### config.mk
export PLATFORM = sky130hd
export DESIGN_NAME = fetch_unit_flat
export DESIGN_NICKNAME = d
export VERILOG_FILES = /design/src/rtl/fetch_unit_if.sv /design/src/rtl/fetch_unit.sv /design/src/flat_wrapper.sv
export SDC_FILE = /design/constraint.sdc
export NUM_CORES = 1
export LEC_CHECK = 0
export BUFFER_PORTS_ARGS = -buffer_cell sky130_fd_sc_hd__clkbuf_2
export CORE_MARGIN = 2
export CORE_UTILIZATION = 49
export DETAILED_ROUTE_END_ITERATION = 10
export GPL_TIMING_DRIVEN = 0
export MAX_ROUTING_LAYER = met4
export PLACE_DENSITY = 0.87
export REMOVE_ABC_BUFFERS = 1
export SLEW_MARGIN = 20
export SYNTH_ARGS = -nofsm -noshare
export SYNTH_HDL_FRONTEND = slang
export SYNTH_SLANG_ARGS = --single-unit
### constraint.sdc
create_clock -name clk -period 4.6 [get_ports clk]
set_clock_uncertainty 0.15 [all_clocks]
set_input_delay 0.92 -clock clk [delete_from_list [all_inputs] [get_ports clk]]
set_output_delay 0.92 -clock clk [all_outputs]
set_load 0.05 [all_outputs]
### src/rtl/fetch_unit_if.sv
// rtl/fetch_unit_if.sv - fetch unit decode/imem/redirect signal bundle
interface fetch_unit_if;
  logic        stall;
  logic        jb;
  logic [31:0] jb_target;
  logic        imem_req;
  logic [31:0] imem_addr;
  logic        imem_rvalid;
  logic [31:0] imem_rdata;
  logic [31:0] pc;
  logic [31:0] inst;
  logic        inst_valid;
  logic        fetch_busy;

  modport master (
    input  stall, jb, jb_target, imem_rvalid, imem_rdata,
    output imem_req, imem_addr, pc, inst, inst_valid, fetch_busy
  );

  modport slave (
    output stall, jb, jb_target, imem_rvalid, imem_rdata,
    input  imem_req, imem_addr, pc, inst, inst_valid, fetch_busy
  );
endinterface

### src/rtl/fetch_unit.sv
// rtl/fetch_unit.sv - instruction fetch front end with single outstanding read
module fetch_unit #(
  parameter logic [31:0] RESET_PC = 32'h00000000,
  parameter logic [31:0] NOP      = 32'h00000013
) (
  input  logic         clk,
  input  logic         rst,
  fetch_unit_if.master bus
);

  typedef enum logic [1:0] {ISSUE, WAIT, HOLD, DISCARD} state_t;

  state_t      state, state_d;
  logic [31:0] pc_q, pc_d;
  logic [31:0] pc_out_q, pc_out_d;
  logic [31:0] inst_q, inst_d;
  logic        valid_q, valid_d;

  always_ff @(posedge clk or posedge rst) begin
    if (rst) begin
      state    <= ISSUE;
      pc_q     <= RESET_PC;
      pc_out_q <= 32'h0;
      inst_q   <= NOP;
      valid_q  <= 1'b0;
    end else begin
      state    <= state_d;
      pc_q     <= pc_d;
      pc_out_q <= pc_out_d;
      inst_q   <= inst_d;
      valid_q  <= valid_d;
    end
  end

  always_comb begin
    state_d  = state;
    pc_d     = pc_q;
    pc_out_d = pc_out_q;
    inst_d   = inst_q;
    valid_d  = valid_q;
    case (state)
      ISSUE: begin
        // a redirect here leaves the request just issued stale
        if (bus.jb) begin
          pc_d    = bus.jb_target;
          state_d = DISCARD;
        end else begin
          state_d = WAIT;
        end
      end
      WAIT: begin
        if (bus.jb) begin
          pc_d    = bus.jb_target;
          state_d = bus.imem_rvalid ? ISSUE : DISCARD;
        end else if (bus.imem_rvalid) begin
          inst_d   = bus.imem_rdata;
          pc_out_d = pc_q;
          valid_d  = 1'b1;
          pc_d     = pc_q + 32'd4;
          state_d  = HOLD;
        end
      end
      HOLD: begin
        if (bus.jb) begin
          valid_d = 1'b0;
          pc_d    = bus.jb_target;
          state_d = ISSUE;
        end else if (!bus.stall) begin
          valid_d = 1'b0;
          state_d = WAIT;
        end
      end
      DISCARD: begin
        if (bus.jb) pc_d = bus.jb_target;
        if (bus.imem_rvalid) state_d = ISSUE;
      end
      default: state_d = ISSUE;
    endcase
  end

  // consuming in HOLD issues the next fetch in the same cycle
  assign bus.imem_req   = (state == ISSUE) || (state == HOLD && !bus.stall && !bus.jb);
  assign bus.imem_addr  = pc_q;
  assign bus.pc         = pc_out_q;
  assign bus.inst       = valid_q ? inst_q : NOP;
  assign bus.inst_valid = valid_q;
  assign bus.fetch_busy = !valid_q;

endmodule

### src/flat_wrapper.sv
// flat-port wrapper written by rule: the top's interface ports become plain ports
module fetch_unit_flat 
#(
  parameter logic [31:0] RESET_PC = 32'h00000000,
  parameter logic [31:0] NOP      = 32'h00000013
)
  (clk, rst, bus_stall, bus_jb, bus_jb_target, bus_imem_rvalid, bus_imem_rdata, bus_imem_req, bus_imem_addr, bus_pc, bus_inst, bus_inst_valid, bus_fetch_busy);
  fetch_unit_if bus_i ();
  input  logic clk;
  input  logic rst;
  input wire logic [$bits(bus_i.stall)-1:0] bus_stall;
  input wire logic [$bits(bus_i.jb)-1:0] bus_jb;
  input wire logic [$bits(bus_i.jb_target)-1:0] bus_jb_target;
  input wire logic [$bits(bus_i.imem_rvalid)-1:0] bus_imem_rvalid;
  input wire logic [$bits(bus_i.imem_rdata)-1:0] bus_imem_rdata;
  output wire logic [$bits(bus_i.imem_req)-1:0] bus_imem_req;
  output wire logic [$bits(bus_i.imem_addr)-1:0] bus_imem_addr;
  output wire logic [$bits(bus_i.pc)-1:0] bus_pc;
  output wire logic [$bits(bus_i.inst)-1:0] bus_inst;
  output wire logic [$bits(bus_i.inst_valid)-1:0] bus_inst_valid;
  output wire logic [$bits(bus_i.fetch_busy)-1:0] bus_fetch_busy;
  assign bus_i.stall = bus_stall;
  assign bus_i.jb = bus_jb;
  assign bus_i.jb_target = bus_jb_target;
  assign bus_i.imem_rvalid = bus_imem_rvalid;
  assign bus_i.imem_rdata = bus_imem_rdata;
  assign bus_imem_req = bus_i.imem_req;
  assign bus_imem_addr = bus_i.imem_addr;
  assign bus_pc = bus_i.pc;
  assign bus_inst = bus_i.inst;
  assign bus_inst_valid = bus_i.inst_valid;
  assign bus_fetch_busy = bus_i.fetch_busy;
  fetch_unit #(.RESET_PC(RESET_PC), .NOP(NOP)) u_core (.clk(clk), .rst(rst), .bus(bus_i));
endmodule
==> results of run 1 <==
critical path: cells and delay by family:
kind                   cells  cell delay, ns
buffers and inverters      2            0.98
AO/OA/AOI/OAI              1            0.27
AND/OR/NAND/NOR            1            0.06
where the power goes:
group | leakage (nW) | internal (mW) | switching [mW]
clock network | 0.0949 | 0.209 | 0.319
logic | 1.45 | 0.612 | 1.55
registers | 1.18 | 1.20 | 0.237
registers in the layout (all words and copies together) (netlist names):
signal	cells
u_core.bus.inst_valid	1
u_core.bus.pc	32
u_core.inst_q	32
u_core.state	2
u_core.bus.imem_addr	32
metal layers:
metal,track usage,part of all wire
met5,-,0
met3,0.0348,0.051
met2,0.366,0.49
met1,0.287,0.44
met4,0.0790,0.018
cells in the final DEF (no fill, tap or decap), types with 8 or more instances in the layout:
master,synthesis,routed
sky130_fd_sc_hd__clkbuf_2,0,166
sky130_fd_sc_hd__dfrtp_1,96,96
sky130_fd_sc_hd__mux2_2,65,65
sky130_fd_sc_hd__nand2_1,36,36
sky130_fd_sc_hd__and2_1,31,31
sky130_fd_sc_hd__o21ai_0,25,25
sky130_fd_sc_hd__nor2_1,17,16
sky130_fd_sc_hd__xor2_1,15,15
sky130_fd_sc_hd__nand3_1,14,14
sky130_fd_sc_hd__nor3_1,10,10
sky130_fd_sc_hd__clkbuf_8,0,9
sky130_fd_sc_hd__nand4_1,8,8
final timing paths:
check / to / cells past startpoint / from
min in group clk: u_core.inst_q[12]$_DFFE_PP0P_ / 1 / u_core.inst_q[12]$_DFFE_PP0P_
worst max register to register: u_core.bus.imem_addr[13]$_DFFE_PP0P_ / 6 / u_core.state[0]$_DFFE_PP0P_
worst min-delay path: u_core.inst_q[10]$_DFFE_PP0P_ / 2 / rst
worst max-delay path: bus_imem_req / 4 / bus_jb
max in group asynchronous: u_core.inst_q[1]$_DFFE_PP1P_ / 3 / rst
worst min register to register: u_core.inst_q[12]$_DFFE_PP0P_ / 1 / u_core.inst_q[12]$_DFFE_PP0P_
stage by stage:
step           utilization  total power, mW
2_1_floorplan            -             3.10
5_1_grt              0.629             4.33
4_1_cts              0.629             4.17
6_report             0.629             4.13
3_5_place_dp         0.609             3.64
3_3_place_gp         0.598             3.56
cells in the mapped netlist (all sizes together) (2+ instances only):
cell type	count	area [um^2]
dfstp	3	78.8
o32ai	2	17.5
mux2	65	732
a21oi	3	15.0
xnor2	6	52.6
nor4	3	18.8
mux2i	3	30.0
inv	7	26.3
o22ai	2	12.5
dfrtp	96	2400
or3	2	12.5
o21ai	25	125
a31oi	2	12.5
nand4	8	50.1
and4	2	17.5
and3	6	37.5
and2	31	194
or4	4	37.5
buf	4	26.3
nand2	36	135
xor2	15	131
clkbuf	14	52.6
nand2b	3	18.8
nand3	14	70.1
nor2	17	63.8
nor3	10	50.1
nand3b	2	15.0
nand4b	2	32.5
logic make-up (layout without fill, tap and decap cells):
group | count (synthesis) | after routing | share of synthesized area
simple gates | 143 | 143 | 0.171
flops | 99 | 99 | 0.545
mux | 68 | 68 | 0.167
compound gates | 40 | 40 | 0.0508
buf+inv | 25 | 193 | 0.0231
xor+xnor | 21 | 21 | 0.0404
fa+ha+maj | 1 | 1 | 0.00275
area by class of cell:
class | count | area share
inverters | 7 | 0.00546
flip-flops and latches | 99 | 0.433
clock buffers | 10 | 0.0223
repair buffers | 170 | 0.160
well taps | 111 | 0.0242
multi-input cells | 273 | 0.345
clock inverters | 6 | 0.0100
==> load_flow_metrics.sql, run 1 <==
INSERT INTO impl_metrics (metric_group, metric, value, unit) VALUES
('outcome', 'run_status', 'finished, final reports clean', ''),
('grt', 'grt_overflow_total', '0', ''),
('logic_synthesis', 'synth_top_flop_cell', 'sky130_fd_sc_hd__dfrtp_1', ''),
('logic_synthesis', 'synth_enable_flop_cells', '0', ''),
('cells_and_area', 'final_area', '5730', 'um^2'),
('setup_path', 'crit_path_max_incr_delay', '0.73', 'ns'),
('floorplan', 'core.rowCount', '35', ''),
('setup_path', 'worstSetupStartpointType', 'primary input', ''),
('sta', 'layout_setup_ws', '1.28', 'ns'),
('cells_and_area', 'regArea', '2480', 'um^2'),
('floorplan', 'io_pins', '168', ''),
('drt', 'antenna_left', '0', ''),
('sta', 'unrepaired_setup_endpoints_after_global_routing', 'false', ''),
('sta', 'finalMaxSlewViolations', '0', ''),
('cells_and_area', 'fin_nets', '630', ''),
('setup_path', 'worst_path_slowest_cell', 'sky130_fd_sc_hd__buf_2', ''),
('logic_synthesis', 'postSynth.asyncResetShare', '1.00', ''),
('floorplan', 'core_area', '9110', 'um^2'),
('floorplan', 'die_height', '100', 'um'),
('cells_and_area', 'fillers', '715', ''),
('clock_tree', 'cts_hold_buf', '0', ''),
('sta', 'max_slew.worst_pin.slew', '1.04', 'ns'),
('sta', 'layout_min_cycle_time', '3.32', 'ns'),
('cells_and_area', 'syn2layout_area_growth', '25.8', '%'),
('cells_and_area', 'final_cells', '676', ''),
('cells_and_area', 'multiInputGateArea', '1980', 'um^2'),
('drt', 'detail_route.first_pass.iterations', '4', ''),
('drt', 'wirelength_per_cell', '15.9', 'um'),
('logic_synthesis', 'synthDistinctLibCells', '42', ''),
('sta', 'max_freq', '0.301', 'GHz'),
('sta', 'totalNegativeSetupSlack', '0', 'ns'),
('setup_path', 'worst-endpoint-required', '3.53', 'ns'),
('drt', 'dr_total_vias', '3595', ''),
('grt', 'grt_max_degree', '72', ''),
('clock_tree', 'ctsLongestPathBuffers', '2', ''),
('power', 'p_per_area', '720', 'nW/um^2'),
('placed_design', 'place_hpwl', '8.00', 'mm'),
('sta', 'worst_hold_slack', '0.332', 'ns'),
('grt', 'grt_usage', '0.224', ''),
('setup_path', 'worst-endpoint-arrival', '2.25', 'ns'),
('clock_tree', 'postCtsSetupRepairBufs', '0', ''),
('setup_path', 'setup.reg_to_reg.worst_slack', '1.53', 'ns'),
('logic_synthesis', 'yosys_warn_count', '0', ''),
('logic_synthesis', 'syn_area', '4560', 'um^2'),
('floorplan', 'chipWidth', '100', 'um'),
('run', 'max_cap_viol_count', '0', ''),
('sta', 'hold_viol', '0', ''),
('power', 'peakVddDrop', '0.329', 'mV'),
('grt', 'initial_antenna_violation_count', '0', ''),
('clock_tree', 'h-tree-depth', '3', ''),
('logic_synthesis', 'yosysSeqAreaShare', '0.545', ''),
('setup_path', 'crit_chain', 'buf_2, o21a_1, nor2_1, clkbuf_2', ''),
('cells_and_area', 'drive_above_1_share', '0.460', ''),
('setup_path', 'critical_path_class', 'in2out', ''),
('placed_design', 'placement.setup.worst_slack', '0.619', 'ns'),
('logic_synthesis', 'synth_cells', '397', ''),
('cells_and_area', 'diodes', '0', ''),
('drt', 'detail_route.wirelength', '10.8', 'mm'),
('drt', 'remaining_drc_errors', '0', ''),
('clock_tree', 'cts.root.buffer_cell', 'sky130_fd_sc_hd__clkbuf_8', ''),
('setup_path', 'crit_path_end_kind', 'output pin', ''),
('setup_path', 'crit_path_max_fanout', '59', ''),
('floorplan', 'die_area', '10100', 'um^2'),
('power', 'leakagePower', '2.72', 'nW'),
('clock_tree', 'numClockSinks', '99', ''),
('sta', 'final-setup-viol-count', '0', ''),
('sta', 'fin_crit_sh', '0.722', ''),
('clock_tree', 'cts_resized', '0', ''),
('logic_synthesis', 'synth_seq_cells', '99', ''),
('logic_synthesis', 'avgSynthCellArea', '11.5', 'um^2'),
('clock_tree', 'clk-insertion-delay-late', '0.37', 'ns'),
('placed_design', 'post_dp_cell_area', '5550', 'um^2'),
('placed_design', 'place.detailed.instances', '660', ''),
('placed_design', 'number_of_buffer_cells_added_on_primary_ports', '167', ''),
('sta', 'timing.max_slew.rel_slack', '0.303', ''),
('min_path', 'hold_class', 'in2async', ''),
('grt', 'grt_pass1_wl', '17.2', 'mm'),
('floorplan', 'initial_core_util', '0.500', ''),
('drt', 'drtIter0Drc', '190', ''),
('clock_tree', 'clk_transition_reported_paths', '0.11', 'ns'),
('clock_tree', 'tritoncts', 'yes', ''),
('clock_tree', 'cts_inserted_buffers', '9', ''),
('grt', 'grt_pass1_vias', '3551', ''),
('placed_design', 'gp_congestion', '0.851', ''),
('drt', 'vias_per_cell', '5.32', '');
Power figures use the tool's default switching activity.
==> run 2, diff against run 1 <==
--- a/config.mk
+++ b/config.mk
@@ -5,13 +5,14 @@
 export SDC_FILE = /design/constraint.sdc
 export NUM_CORES = 1
 export LEC_CHECK = 0
+export ABC_AREA = 1
 export BUFFER_PORTS_ARGS = -buffer_cell sky130_fd_sc_hd__clkbuf_2
 export CORE_MARGIN = 2
-export CORE_UTILIZATION = 49
+export CORE_UTILIZATION = 46
 export DETAILED_ROUTE_END_ITERATION = 10
 export GPL_TIMING_DRIVEN = 0
 export MAX_ROUTING_LAYER = met4
-export PLACE_DENSITY = 0.87
+export PLACE_DENSITY = 0.84
 export REMOVE_ABC_BUFFERS = 1
 export SLEW_MARGIN = 20
 export SYNTH_ARGS = -nofsm -noshare
==> constraint.sdc (replaced) <==
create_clock -name clk -period 2.9 [get_ports clk]
set_clock_uncertainty 0.15 [all_clocks]
set_input_delay 0.58 -clock clk [delete_from_list [all_inputs] [get_ports clk]]
set_output_delay 0.58 -clock clk [all_outputs]
set_load 0.05 [all_outputs]
==> run 2 against run 1 <==
  * Combinational power increased by 60%
  * Cell area increased by 9.4%
  * Global-route usage increased by 1.5 points
  * Synthesized cell count increased by 80%
  * Largest cell class unchanged
  * Core utilization decreased by 5.3 points
  * Sequential power increased by 66%
  * Non-clock buffer count decreased by 1
  * Highest routed layer unchanged
  * Hold slack got worse by 0.31 ns
  * Critical endpoint is now bus_inst[13]
  * Clock-buffer cell count increased by 4
  * Sequential share of layout area decreased by 3.7 points
  * Worst setup slack got worse by 1.1 ns
==> load_flow_metrics.sql, run 2 <==
INSERT INTO impl_metrics (metric_group, metric, value, unit) VALUES
('outcome', 'run_status', 'finished, final reports clean', ''),
('drt', 'vias_per_cell', '4.91', ''),
('grt', 'grt_overflow_total', '0', ''),
('floorplan', 'core_area', '10900', 'um^2'),
('setup_path', 'worst_path_slowest_cell', 'sky130_fd_sc_hd__dfrtp_1', ''),
('grt', 'grt_usage', '0.240', ''),
('setup_path', 'crit_path_max_incr_delay', '1.04', 'ns'),
('grt', 'initial_antenna_violation_count', '0', ''),
('clock_tree', 'postCtsSetupRepairBufs', '0', ''),
('logic_synthesis', 'synth_top_flop_cell', 'sky130_fd_sc_hd__dfrtp_1', ''),
('drt', 'detail_route.wirelength', '13.7', 'mm'),
('logic_synthesis', 'synth.most_common_cell', 'sky130_fd_sc_hd__nand2_1', ''),
('setup_path', 'r2r_end', 'u_core.bus.imem_addr[7]$_DFFE_PP0P_', ''),
('cells_and_area', 'most_frequent_cells_in_the_layout', 'sky130_fd_sc_hd__nand2_1, sky130_fd_sc_hd__clkbuf_2, sky130_fd_sc_hd__dfrtp_1', ''),
('setup_path', 'critical_path_class', 'reg2out', ''),
('clock_tree', 'cts_inserted_buffers', '9', ''),
('sta', 'max_freq', '0.370', 'GHz'),
('logic_synthesis', 'synth_cells', '713', ''),
('logic_synthesis', 'synthDistinctLibCells', '32', ''),
('setup_path', 'crit_path_max_fanout', '34', ''),
('logic_synthesis', 'synth_area_leaders', 'sky130_fd_sc_hd__dfrtp_1, sky130_fd_sc_hd__nand2_1, sky130_fd_sc_hd__inv_1, sky130_fd_sc_hd__o21ai_0, sky130_fd_sc_hd__nor2_1', ''),
('power', 'leakagePower', '3.61', 'nW'),
('drt', 'wirelength_per_cell', '13.6', 'um'),
('logic_synthesis', 'synth_seq_cells', '99', ''),
('clock_tree', 'ctsLongestPathBuffers', '2', ''),
('setup_path', 'worst-endpoint-required', '2.17', 'ns'),
('power', 'p_per_area', '1080', 'nW/um^2'),
('cells_and_area', 'syn2layout_area_growth', '21.9', '%'),
('drt', 'dr_total_vias', '4955', ''),
('cells_and_area', 'diodes', '0', ''),
('logic_synthesis', 'postSynth.asyncResetShare', '1.00', ''),
('drt', 'detail_route.first_pass.iterations', '5', ''),
('clock_tree', 'clk-insertion-delay-late', '0.37', 'ns'),
('sta', 'layout_min_cycle_time', '2.70', 'ns'),
('floorplan', 'chipWidth', '110', 'um'),
('sta', 'max_slew.worst_pin.slew', '1.04', 'ns'),
('min_path', 'hold_class', 'in2async', ''),
('cells_and_area', 'final_cells', '1009', ''),
('placed_design', 'post_dp_cell_area', '6050', 'um^2'),
('clock_tree', 'numClockSinks', '99', ''),
('setup_path', 'setup.reg_to_reg.worst_slack', '0.44', 'ns'),
('grt', 'grt_max_degree', '72', ''),
('drt', 'remaining_drc_errors', '0', ''),
('sta', 'unrepaired_setup_endpoints_after_global_routing', 'false', ''),
('grt', 'grt_pass1_wl', '21.6', 'mm'),
('sta', 'hold_viol', '0', ''),
('grt', 'grt_pass1_vias', '4411', ''),
('logic_synthesis', 'syn_area', '5150', 'um^2'),
('setup_path', 'worst-endpoint-arrival', '1.97', 'ns'),
('floorplan', 'die_area', '12000', 'um^2'),
('clock_tree', 'cts.root.buffer_cell', 'sky130_fd_sc_hd__clkbuf_8', ''),
('sta', 'final-setup-viol-count', '0', ''),
('cells_and_area', 'final_area', '6270', 'um^2'),
('placed_design', 'number_of_buffer_cells_added_on_primary_ports', '167', ''),
('sta', 'fin_crit_sh', '0.932', ''),
('logic_synthesis', 'yosysSeqAreaShare', '0.482', ''),
('cells_and_area', 'drive_above_1_share', '0.253', ''),
('floorplan', 'core.rowCount', '38', ''),
('logic_synthesis', 'synth.top_cells.by_count', 'sky130_fd_sc_hd__nand2_1, sky130_fd_sc_hd__dfrtp_1, sky130_fd_sc_hd__inv_1', ''),
('power', 'peakVddDrop', '0.541', 'mV'),
('setup_path', 'ff2ff_path_depth', '8', ''),
('cells_and_area', 'finish.utilization', '0.576', ''),
('floorplan', 'io_pins', '168', ''),
('setup_path', 'crit_chain', 'nand2_1, inv_1, clkbuf_2', ''),
('cells_and_area', 'fin_nets', '935', ''),
('sta', 'totalNegativeSetupSlack', '0', 'ns'),
('setup_path', 'buffers_and_inverters_on_the_worst_path', '2', ''),
('floorplan', 'initial_core_util', '0.473', ''),
('logic_synthesis', 'avgSynthCellArea', '7.22', 'um^2'),
('setup_path', 'crit_family', 'flip-flops', ''),
('placed_design', 'gp_congestion', '0.864', ''),
('clock_tree', 'tritoncts', 'yes', ''),
('run', 'max_cap_viol_count', '0', ''),
('sta', 'finalMaxSlewViolations', '0', ''),
('logic_synthesis', 'yosys.area.top_type', 'sky130_fd_sc_hd__dfrtp_1', ''),
('cells_and_area', 'most_common_cell_after_layout_fill_and_taps_aside', 'sky130_fd_sc_hd__nand2_1', ''),
('placed_design', 'place.detailed.instances', '994', ''),
('drt', 'drtIter0Drc', '431', ''),
('logic_synthesis', 'netlist.area_leader.share', '0.467', ''),
('drt', 'antenna_left', '0', ''),
('clock_tree', 'cts_hold_buf', '0', ''),
('sta', 'timing.max_slew.rel_slack', '0.306', ''),
('logic_synthesis', 'yosys_warn_count', '0', ''),
('setup_path', 'worstSetupStartpointType', 'flop', ''),
('placed_design', 'place_hpwl', '9.78', 'mm'),
('setup_path', 'crit_path_end_kind', 'output pin', ''),
('setup_path', 'worst_r2r_startpoint', 'u_core.state[1]$_DFFE_PP0P_', ''),
('logic_synthesis', 'synth_enable_flop_cells', '0', ''),
('clock_tree', 'h-tree-depth', '3', ''),
('clock_tree', 'clk_transition_reported_paths', '0.09', 'ns'),
('floorplan', 'die_height', '110', 'um');
-- run 2: worst max-delay path by stage --
stage	from	slack, ns	endpoint	cells after the start
global route	u_core.bus.inst_valid$_DFFE_PP0P_	0.03	bus_inst[13]	3
detailed placement	bus_jb	-0.50	u_core.bus.imem_addr[14]$_DFFE_PP0P_	8
CTS	bus_jb	0.05	bus_imem_req	5
floorplan	rst	-0.42	u_core.bus.imem_addr[0]$_DFFE_PP0P_	1
global placement	bus_jb	-1.66	u_core.bus.imem_addr[12]$_DFFE_PP0P_	7
finish	u_core.bus.inst_valid$_DFFE_PP0P_	0.20	bus_inst[13]	3
-- run 2: through the flow --
step / hold slack (ns) / setup slack, ns / power, mW
6_report: 0.0255 / 0.196 / 6.80
3_3_place_gp: 0.311 / -1.66 / 5.80
5_1_grt: 0.0427 / 0.0338 / 7.25
4_1_cts: 0.0268 / 0.0500 / 6.84
3_5_place_dp: 0.315 / -0.504 / 5.88
2_1_floorplan: 0.299 / -0.415 / 4.97
-- run 2: where the power goes --
part | switching [mW] | internal [mW]
clock network | 0.466 | 0.490
registers | 0.451 | 1.94
logic | 2.68 | 0.773
total | 3.60 | 3.20
-- run 2: area by class of cell --
cell class,instances,area (um^2)
sequential,99,2480
tap,140,175
clock inverter,1,30.0
multi-input combinational,505,2200
timing repair buffer,169,893
clock buffer,14,183
fill,1049,4620
inverter,81,312
-- run 2: per-layer routing --
layer / global-route usage / wire (um) / vias up
li1: - / - / 2491
met1: 0.307 / 6160 / 2258
met2: 0.383 / 6370 / 176
met3: 0.0362 / 829 / 30
met4: 0.0976 / 318 / 0
met5: - / 0 / -
-- run 2: logic make-up after synthesis --
| group | after synthesis | synth area share |
|---|---|---|
| AND/OR/NAND/NOR | 431 | 0.345 |
| flip-flops | 99 | 0.482 |
| adder cells (fa/ha/maj) | 1 | 0.00243 |
| buffers and inverters | 109 | 0.0917 |
| AO/OA/AOI/OAI | 73 | 0.0793 |
-- run 2: repair_timing --
| action | CTS | global route |
|---|---|---|
| endpoints found under the setup margin | 4 | 4 |
| pin swaps | 0 | 0 |
| resized for setup | 1 | 2 |
==> run 3, diff against run 2 <==
--- a/config.mk
+++ b/config.mk
@@ -5,14 +5,13 @@
 export SDC_FILE = /design/constraint.sdc
 export NUM_CORES = 1
 export LEC_CHECK = 0
-export ABC_AREA = 1
 export BUFFER_PORTS_ARGS = -buffer_cell sky130_fd_sc_hd__clkbuf_2
 export CORE_MARGIN = 2
-export CORE_UTILIZATION = 46
+export CORE_UTILIZATION = 45
 export DETAILED_ROUTE_END_ITERATION = 10
 export GPL_TIMING_DRIVEN = 0
 export MAX_ROUTING_LAYER = met4
-export PLACE_DENSITY = 0.84
+export PLACE_DENSITY = 0.85
 export REMOVE_ABC_BUFFERS = 1
 export SLEW_MARGIN = 20
 export SYNTH_ARGS = -nofsm -noshare
==> run 3 against run 2 <==
  * Hold slack improved by 0.011 ns
  * Cell area fell by 7.7%
  * Sequential share of layout area grew 3.3 points
  * Cell count is 31% lower
  * Core utilization up 1.4 points
  * Sequential power is 5% lower
  * Fmax shrank 2.9%
  * Clock-buffer cell count unchanged
  * Die area down 9.2%
  * Critical endpoint is now u_core.bus.imem_addr[30]$_DFFE_PP0P_
  * Largest power group unchanged
==> load_flow_metrics.sql, run 3 (synthesized netlist as in run 1, its figures left out) <==
INSERT INTO impl_metrics (metric_group, metric, value, unit) VALUES
('drt', 'detail_route.first_pass.iterations', '4', ''),
('drt', 'drtIter0Drc', '198', ''),
('setup_path', 'worst-endpoint-required', '3.04', 'ns'),
('drt', 'detail_route.wirelength', '11.0', 'mm'),
('drt', 'remaining_drc_errors', '0', ''),
('clock_tree', 'numClockSinks', '99', ''),
('min_path', 'hold_class', 'in2async', ''),
('setup_path', 'crit_path_end_kind', 'flop', ''),
('outcome', 'run_status', 'finished, final reports clean', ''),
('sta', 'timing.max_slew.rel_slack', '0.340', ''),
('sta', 'hold_viol', '0', ''),
('cells_and_area', 'fin_nets', '632', ''),
('power', 'power', '6.53', 'mW'),
('floorplan', 'io_pins', '168', ''),
('cells_and_area', 'syn2layout_area_growth', '27.1', '%'),
('placed_design', 'gp_congestion', '0.910', ''),
('sta', 'final-setup-viol-count', '0', ''),
('grt', 'grt_pass1_wl', '18.1', 'mm'),
('sta', 'max_slew.worst_pin.slew', '0.990', 'ns'),
('cells_and_area', 'drive_above_1_share', '0.464', ''),
('power', 'p_per_area', '1130', 'nW/um^2'),
('floorplan', 'die_height', '105', 'um'),
('setup_path', 'crit_path_max_incr_delay', '0.59', 'ns'),
('drt', 'vias_per_cell', '5.19', ''),
('sta', 'finalMaxSlewViolations', '0', ''),
('grt', 'grt_max_degree', '68', ''),
('placed_design', 'placement.setup.worst_slack', '-0.778', 'ns'),
('grt', 'grt_usage', '0.214', ''),
('cells_and_area', 'most_common_cell_after_layout_fill_and_taps_aside', 'sky130_fd_sc_hd__clkbuf_2', ''),
('sta', 'max_freq', '0.359', 'GHz'),
('sta', 'layout_setup_ws', '0.114', 'ns'),
('clock_tree', 'h-tree-depth', '3', ''),
('grt', 'grt_overflow_total', '0', ''),
('power', 'leakagePower', '2.73', 'nW'),
('cells_and_area', 'diodes', '0', ''),
('clock_tree', 'cts.root.buffer_cell', 'sky130_fd_sc_hd__clkbuf_8', ''),
('sta', 'worst_hold_slack', '0.0365', 'ns'),
('grt', 'initial_antenna_violation_count', '0', ''),
('cells_and_area', 'most_frequent_cells_in_the_layout', 'sky130_fd_sc_hd__clkbuf_2, sky130_fd_sc_hd__dfrtp_1, sky130_fd_sc_hd__mux2_2', ''),
('clock_tree', 'tritoncts', 'yes', ''),
('sta', 'layout_min_cycle_time', '2.79', 'ns'),
('clock_tree', 'clk_transition_reported_paths', '0.09', 'ns'),
('setup_path', 'critical_path_class', 'reg2reg', ''),
('sta', 'fin_crit_sh', '0.961', ''),
('run', 'max_cap_viol_count', '0', ''),
('grt', 'grt_pass1_vias', '3736', ''),
('clock_tree', 'ctsLongestPathBuffers', '2', ''),
('setup_path', 'crit_path_max_fanout', '5', ''),
('floorplan', 'die_area', '10900', 'um^2'),
('clock_tree', 'cts_inserted_buffers', '9', ''),
('drt', 'wirelength_per_cell', '15.8', 'um'),
('drt', 'dr_total_vias', '3635', ''),
('floorplan', 'core.rowCount', '36', ''),
('setup_path', 'critical-path-top-cell-by-count', 'sky130_fd_sc_hd__or4_4', ''),
('cells_and_area', 'finish.utilization', '0.590', ''),
('sta', 'unrepaired_setup_endpoints_after_global_routing', 'false', ''),
('placed_design', 'place_hpwl', '8.06', 'mm'),
('placed_design', 'number_of_buffer_cells_added_on_primary_ports', '167', ''),
('setup_path', 'worst_path_slowest_cell', 'sky130_fd_sc_hd__or4_4', ''),
('clock_tree', 'clk-insertion-delay-late', '0.36', 'ns'),
('setup_path', 'crit_chain', 'ha_4, nand4b_4, or4_4, or4_4, or4_1, nand3_1', ''),
('floorplan', 'chipWidth', '105', 'um'),
('setup_path', 'worstSetupStartpointType', 'flop', ''),
('floorplan', 'core_area', '9820', 'um^2'),
('cells_and_area', 'fillers', '832', ''),
('setup_path', 'worst-endpoint-arrival', '2.93', 'ns'),
('power', 'peakVddDrop', '0.582', 'mV'),
('floorplan', 'initial_core_util', '0.464', ''),
('drt', 'antenna_left', '0', '');
[run 3: cell count changes in the layout (fill, tap and decap cells not counted), moves of 20 or more]
cell	before	now
sky130_fd_sc_hd__nand3_1	35	14
sky130_fd_sc_hd__nor2_1	48	16
sky130_fd_sc_hd__mux2_2	0	65
sky130_fd_sc_hd__nand2_1	315	36
sky130_fd_sc_hd__and2_1	1	31
sky130_fd_sc_hd__inv_1	75	6
sky130_fd_sc_hd__o21ai_0	45	25
[run 3: worst max-delay path, delay by kind of cell, from the launching register on]
| kind | cells | cell delay, ns |
|---|---|---|
| simple gates | 5 | 1.89 |
| fa+ha+maj | 1 | 0.21 |
| flops | 1 | 0.47 |
[run 3: timing repair]
item	CTS	global route
hold endpoints to repair	0	0
gates resized for setup	1	4
pin swaps	1	1
hold buffers	0	0
gates cloned	1	0
endpoints found under the setup margin	6	2
setup buffers	1	0
[run 3: per-layer routing]
| metal | GRT usage | wire length, um | vias up |
|---|---|---|---|
| met5 | - | 0 | - |
| met4 | 0.0800 | 187 | 0 |
| met3 | 0.0405 | 653 | 16 |
| met2 | 0.349 | 5420 | 142 |
| met1 | 0.265 | 4790 | 1752 |
| li1 | - | - | 1725 |
[run 3: power breakdown]
group          switching [mW]  internal [mW]
Combinational            2.46          0.979
Sequential              0.381           1.90
Clock                   0.447          0.360
Total                    3.29           3.24
[run 3: metrics by stage]
stage	TNS [ns]	instances	instance area, um^2
after floorplan	-130.81	379	4480
after global placement	-380.65	679	5480
after detailed placement	-5.73	682	5570
after CTS	0	700	5770
after global routing	0	700	5790
final	0	700	5790
[run 3: area by class of cell]
type,count,area (um^2),area share
inverter,7,31.3,0.00540
sequential,99,2480,0.429
tap,133,166,0.0287
timing repair buffer,171,926,0.160
clock inverter,2,12.5,0.00216
multi-input combinational,274,2010,0.347
clock buffer,14,163,0.0281
[run 3: path summary, 6_finish.rpt]
| check | from | endpoint | slack, ns | cells after the start |
|---|---|---|---|---|
| worst min-delay path | rst | u_core.inst_q[26]$_DFFE_PP0P_ | 0.04 | 2 |
| worst max-delay path | u_core.bus.imem_addr[2]$_DFFE_PP0P_ | u_core.bus.imem_addr[30]$_DFFE_PP0P_ | 0.11 | 6 |
| worst max register to register | u_core.bus.imem_addr[2]$_DFFE_PP0P_ | u_core.bus.imem_addr[30]$_DFFE_PP0P_ | 0.11 | 6 |
| min in group clk | bus_jb_target[21] | u_core.bus.imem_addr[21]$_DFFE_PP0P_ | 0.27 | 3 |
| max in group asynchronous | rst | u_core.bus.inst_valid$_DFFE_PP0P_ | 1.93 | 3 |
| worst min register to register | u_core.inst_q[20]$_DFFE_PP0P_ | u_core.inst_q[20]$_DFFE_PP0P_ | 0.35 | 1 |
